`config.mk`:
```
export PLATFORM = sky130hd
export DESIGN_NAME = hazard_ctrl
export DESIGN_NICKNAME = d
export VERILOG_FILES = /design/src/rtl/hazard_ctrl.sv
export SDC_FILE = /design/constraint.sdc
export NUM_CORES = 1
export LEC_CHECK = 0
export CAP_MARGIN = 20
export CELL_PAD_IN_SITES_DETAIL_PLACEMENT = 1
export CELL_PAD_IN_SITES_GLOBAL_PLACEMENT = 2
export CORE_MARGIN = 2
export CORE_UTILIZATION = 23
export DETAILED_ROUTE_END_ITERATION = 10
export PLACE_DENSITY = 0.9
export SYNTH_ARGS = -nofsm -noshare
export SYNTH_HDL_FRONTEND = slang
export SYNTH_SLANG_ARGS = --single-unit
```
`constraint.sdc`:
```
create_clock -name clk -period 5.3 [get_ports clk]
set_clock_uncertainty 0.15 [all_clocks]
set_input_delay 1.325 -clock clk [delete_from_list [all_inputs] [get_ports clk]]
set_output_delay 1.325 -clock clk [all_outputs]
set_load 0.005 [all_outputs]
```
`src/rtl/hazard_ctrl.sv`:
```
// Pipeline hazard unit: forwarding selects, load/branch/mult-div stalls and flushes,
// plus the mult/div occupancy FSM that drives HI/LO write-back timing.
module hazard_ctrl #(
  parameter int MULT_CYCLES = 4,
  parameter int DIV_CYCLES  = 32,
  parameter int CNT_W       = 6
) (
  input  logic       clk,
  input  logic       rst,
  input  logic [4:0] RsD,
  input  logic [4:0] RtD,
  input  logic [4:0] RsE,
  input  logic [4:0] RtE,
  input  logic [4:0] WriteRegE,
  input  logic [4:0] WriteRegM,
  input  logic [4:0] WriteRegW,
  input  logic       RegWriteE,
  input  logic       RegWriteM,
  input  logic       RegWriteW,
  input  logic       MemtoRegE,
  input  logic       MemtoRegM,
  input  logic       BranchD,
  input  logic       JumpD,
  input  logic       PCSrcD,
  input  logic       MulDivStartE,
  input  logic       DivE,
  input  logic       HiLoUseD,
  output logic       StallF,
  output logic       StallD,
  output logic       FlushD,
  output logic       FlushE,
  output logic       ForwardAD,
  output logic       ForwardBD,
  output logic [1:0] ForwardAE,
  output logic [1:0] ForwardBE,
  output logic       MulDivBusy,
  output logic       HiLoWe
);

  typedef enum logic [1:0] {IDLE, BUSY, DONE} state_t;

  localparam logic [CNT_W-1:0] MULT_LD = CNT_W'(MULT_CYCLES - 1);
  localparam logic [CNT_W-1:0] DIV_LD  = CNT_W'(DIV_CYCLES - 1);

  state_t           state;
  logic [CNT_W-1:0] cnt;
  logic             lwstall, branchstall, mdstall, stall;

  // r0 is hardwired zero, so a match against it never creates a dependency
  function automatic logic hit(input logic [4:0] a, input logic [4:0] b);
    return (a != 5'd0) && (a == b);
  endfunction

  function automatic logic [1:0] fwd_sel(input logic [4:0] src, input logic rwm,
                                         input logic [4:0] wrm, input logic rww,
                                         input logic [4:0] wrw);
    if (rwm && hit(wrm, src))      return 2'b10;
    else if (rww && hit(wrw, src)) return 2'b01;
    else                           return 2'b00;
  endfunction

  assign lwstall     = MemtoRegE && (hit(RtE, RsD) || hit(RtE, RtD));
  assign branchstall = BranchD &&
                       ((RegWriteE && (hit(WriteRegE, RsD) || hit(WriteRegE, RtD))) ||
                        (MemtoRegM && (hit(WriteRegM, RsD) || hit(WriteRegM, RtD))));
  assign mdstall     = HiLoUseD && ((state == BUSY) || MulDivStartE);
  assign stall       = lwstall | branchstall | mdstall;

  // reset forces a bubble everywhere and suppresses all forwarding
  always_comb begin
    StallF    = 1'b0;
    StallD    = 1'b0;
    FlushD    = 1'b1;
    FlushE    = 1'b1;
    ForwardAD = 1'b0;
    ForwardBD = 1'b0;
    ForwardAE = 2'b00;
    ForwardBE = 2'b00;
    if (!rst) begin
      StallF    = stall;
      StallD    = stall;
      FlushE    = stall;
      FlushD    = (PCSrcD | JumpD) & ~stall;
      ForwardAD = RegWriteM && hit(WriteRegM, RsD);
      ForwardBD = RegWriteM && hit(WriteRegM, RtD);
      ForwardAE = fwd_sel(RsE, RegWriteM, WriteRegM, RegWriteW, WriteRegW);
      ForwardBE = fwd_sel(RtE, RegWriteM, WriteRegM, RegWriteW, WriteRegW);
    end
  end

  always_ff @(posedge clk) begin
    if (rst) begin
      state      <= IDLE;
      cnt        <= '0;
      MulDivBusy <= 1'b0;
      HiLoWe     <= 1'b0;
    end else begin
      MulDivBusy <= 1'b0;
      HiLoWe     <= 1'b0;
      case (state)
        IDLE: if (MulDivStartE) begin
          state      <= BUSY;
          cnt        <= DivE ? DIV_LD : MULT_LD;
          MulDivBusy <= 1'b1;
        end
        // a start pulse arriving while busy is ignored
        BUSY: if (cnt == '0) begin
          state  <= DONE;
          HiLoWe <= 1'b1;
        end else begin
          cnt        <= cnt - CNT_W'(1);
          MulDivBusy <= 1'b1;
        end
        DONE: if (MulDivStartE) begin
          state      <= BUSY;
          cnt        <= DivE ? DIV_LD : MULT_LD;
          MulDivBusy <= 1'b1;
        end else begin
          state <= IDLE;
        end
        default: state <= IDLE;
      endcase
    end
  end

endmodule

```
==> results of run 1 <==
## metal layers
layer	track usage, %	vias to the layer above	wire, µm
met5	0	-	0
met3	2.824	2	229
li1	-	653	-
met1	17.43	608	1778
met2	25.30	45	1945
met4	1.607	0	14
## sequential cells by signal, summed over array words and instances (netlist names)
name / cells
cnt: 6
state: 2
HiLoWe: 1
MulDivBusy: 1
## worst paths after layout
| path | end | slack (ns) | depth (start not counted) |
|---|---|---|---|
| hold reg to reg | cnt[4]$_SDFFE_PP0P_ | 0.36 | 2 |
| hold / removal | cnt[4]$_SDFFE_PP0P_ | 0.36 | 2 |
| setup / recovery | StallF | 0.37 | 7 |
| setup reg to reg | cnt[2]$_SDFFE_PP0P_ | 3.61 | 5 |
## cells in the mapped netlist, drive strengths merged (3+ instances only)
library cell and n:
or4 5, xor2 30, clkbuf 7, a21oi 3, inv 3, buf 6
dfxtp 10, o21ai 8, xnor2 21, nand2 5, nor4 4, nand3 9
nor2 10, nor2b 6, nor3 12
## power groups by stage
stage | logic (W) | registers [W] | clock network (W)
finish | 0.000148 | 0.0000912 | 0.0000764
global route | 0.000164 | 0.0000925 | 0.0000855
CTS | 0.000150 | 0.0000912 | 0.0000820
detailed placement | 0.000149 | 0.0000926 | 0
global placement | 0.000146 | 0.0000923 | 0
floorplan | 0.0000823 | 0.0000906 | 0
## worst min-delay path, delay by kind of cell, from the launching register on
kind | cells | cell delay (ns)
DFF | 1 | 0.32
AOI/OAI and AO/OA | 2 | 0.14
## final cells by class
cell class / instances / area, µm²
fill: 634 / 3242
multi-input combinational: 134 / 952.2
inverter: 3 / 11.26
clock buffer: 3 / 41.29
timing repair buffer: 61 / 605.6
sequential: 10 / 200.2
tap: 70 / 87.58
## metrics by stage
stage	util, %	instances
2_1_floorplan	-	160
3_3_place_gp	36.12	278
3_5_place_dp	36.12	278
4_1_cts	36.93	281
5_1_grt	36.93	281
6_report	36.93	281
## logic make-up (layout without fill, tap and decap cells)
kind of cell,after synthesis,count (layout)
XOR/XNOR,51,51
flip-flops,10,10
AND/OR/NAND/NOR,58,58
adder cells (fa/ha/maj),2,2
buffers and inverters,16,67
AO/OA/AOI/OAI,23,23
==> qor.tcl, run 1 <==
set qor(worst-path-max-fanout) 5
set qor(setup_total_negative_slack_ns) 0
set qor(share_of_the_yosys_chip_area_belonging_to_registers_pct) 16.21
set qor(drt_pre_antenna_iters) 4
set qor(worst_pin_slew_ns) 0.3976
set qor(final_cell_area_um2) 1898
set qor(post_route_cells_drive_above_1_share_pct) 5.687
set qor(tritoncts_clock_tree) {built}
set qor(mux_share_of_post_synthesis_cell_area_pct) 0
set qor(path_class) {input pin to output pin}
set qor(drtIter0Drc) 39
set qor(cts-hold-fix-buffers) 0
set qor(core_area_um2) 5140
set qor(routed_wirelength_mm) 3.969
set qor(data_arrival_time_at_the_worst_slack_endpoint_ns) 3.46
set qor(timing.hold.ws_ns) 0.3558
set qor(combinationalPowerShare_pct) 46.9
set qor(mostFrequentLayoutCells) {59 x sky130_fd_sc_hd__clkdlybuf4s50_1, 30 x sky130_fd_sc_hd__xor2_1, 21 x sky130_fd_sc_hd__xnor2_1, 11 x sky130_fd_sc_hd__nor3_1}
set qor(finalNetCount) 263
set qor(timing.critical_path.cells) {clkdlybuf4s50_1, xor2_1, nor3_1, nand3_1, a21o_1, a31oi_1, clkdlybuf4s50_1}
set qor(clkTransAtPathRegs_ns) 0.04
set qor(synth_cell_types) 37
set qor(powerDensity_nw_per_um2) 166.3
set qor(ys_seq_elements) 10
set qor(yosys.area.top_type) {sky130_fd_sc_hd__xor2_1}
set qor(rows) 26
set qor(io_pins) 60
set qor(worst_slew_margin_rel_pct) 73.25
set qor(antenna_found_initial) 0
set qor(route.detailed.vias_per_inst) 4.655
set qor(asyncSetResetFlopFracSynth_pct) 0
set qor(run_status) {complete, no violations}
set qor(grt_pass1_wl_mm) 6.803
set qor(remaining_drc_errors) 0
set qor(grt.total_usage_pct) 13.96
set qor(post_synth_and_or_nand_nor_area_fraction_pct) 25.63
set qor(worst-path-buf-inv) 2
set qor(cts_repair_resize_count) 0
set qor(power.net_switching_w) 0.0001028
set qor(initial_utilization_pct) 24.03
set qor(worst_slack_ns) 0.3682
set qor(critical_path_data_required_time_ns) 3.83
set qor(clock_path_buffers) 2
set qor(r2r-start) {cnt[2]$_SDFFE_PP0P_}
set qor(wire_per_inst_um) 14.12
set qor(cts_setup_buffers) 0
set qor(clock_sink_count) 10
set qor(max_clock_freq_mhz) 202.8
set qor(timing_startpoint_of_the_critical_path) {WriteRegM[1]}
set qor(cts_inserted_buffers) 3
set qor(min_delay_path_class) {flop to flop}
set qor(antenna_diode_count) 0
set qor(critical-path-slowest-cell) {sky130_fd_sc_hd__clkdlybuf4s50_1}
set qor(sw_frac_of_total_pct) 32.56
set qor(synth-adder-area-share_pct) 2.026
set qor(post_syn_nets) 210
set qor(report.final.hold_viol_count) 0
set qor(power.internal_w) 0.0002129
set qor(place_area_um2) 1857
set qor(max_cap_viol_count) 0
set qor(critPathCaptureType) {output pin}
set qor(floorplan_die_height_um) 77.28
set qor(combinational_family_with_the_most_area_after_synthesis) {XOR/XNOR gates}
set qor(layout.cells.most_common) {sky130_fd_sc_hd__clkdlybuf4s50_1}
set qor(leakage_nw) 0.6643
set qor(fp.dieArea_um2) 5971
set qor(postRouteAntennaNets) 0
set qor(insertion_delay_ns) 0.23
set qor(place.gp.congestion) 0.7636
set qor(design_power_total_w) 0.0003157
set qor(synth_edf_count) 0
set qor(synth-xor-area-share_pct) 36.17
set qor(hpwl_mm) 3.443
set qor(yosysWarningCount) 0
set qor(syn-cell-area_um2) 1235
set qor(flow.area_growth_from_synthesis_pct) 53.70
set qor(syn-instance-count) 160
set qor(grt_start_max_net_pins) 18
set qor(setup_viol_count_final) 0
set qor(critical_path.most_common_cell) {sky130_fd_sc_hd__clkdlybuf4s50_1}
set qor(worst_ir_drop_vdd_v) 0.00007070
set qor(hold_path.startpoint) {cnt[4]$_SDFFE_PP0P_}
set qor(yosys-top-cells-area) {sky130_fd_sc_hd__xor2_1 21%, sky130_fd_sc_hd__dfxtp_1 16%, sky130_fd_sc_hd__xnor2_1 15%}
set qor(grt_pass1_vias) 1429
set qor(synth_flop_cell) {sky130_fd_sc_hd__dfxtp_1}
set qor(detailedPlace.worstSlack_ns) 0.3527
set qor(clock_tree.htree_level_count) 1
set qor(cts_root_buffer) {sky130_fd_sc_hd__clkbuf_8}
set qor(drv_slew) 0
set qor(synthesized_area_per_cell_um2) 7.718
set qor(die_width_um) 77.28
set qor(rsz0062_at_grt) {no}
set qor(via_count) 1308
set qor(clock_power_share_pct) 24.2
set qor(sequentialPowerShare_pct) 28.9
set qor(synth_compound_gate_area_share_pct) 13.27
set qor(overflow) 0
set qor(period_needed_ns) 4.932
set qor(setup.worst_path.start_class) {input pin}
set qor(numPortBuffers) 59
set qor(fin_crit_sh_pct) 93.05
set qor(slowest_delay_ns) 0.57
set qor(critical_path.top_delay_family) {buffers and inverters}
set qor(proportion_of_netlist_area_held_by_the_largest_area_contributor_pct) 21.28
(Power assumes the default switching activity.)
==> run 2: changes to the inputs <==
--- a/config.mk
+++ b/config.mk
@@ -12,6 +12,7 @@
 export CORE_UTILIZATION = 23
 export DETAILED_ROUTE_END_ITERATION = 10
 export PLACE_DENSITY = 0.9
+export SLEW_MARGIN = 20
 export SYNTH_ARGS = -nofsm -noshare
 export SYNTH_HDL_FRONTEND = slang
 export SYNTH_SLANG_ARGS = --single-unit
==> results of run 2 <==
The final DEF is identical to that of run 1; final timing and power are the same.
==> run 3: changes to the inputs <==
--- a/config.mk
+++ b/config.mk
@@ -10,6 +10,7 @@
 export CELL_PAD_IN_SITES_GLOBAL_PLACEMENT = 2
 export CORE_MARGIN = 2
 export CORE_UTILIZATION = 23
+export CTS_CLUSTER_DIAMETER = 200
 export DETAILED_ROUTE_END_ITERATION = 10
 export PLACE_DENSITY = 0.9
 export SLEW_MARGIN = 20
==> results of run 3 <==
The final DEF is identical to that of run 1; final timing and power are the same.
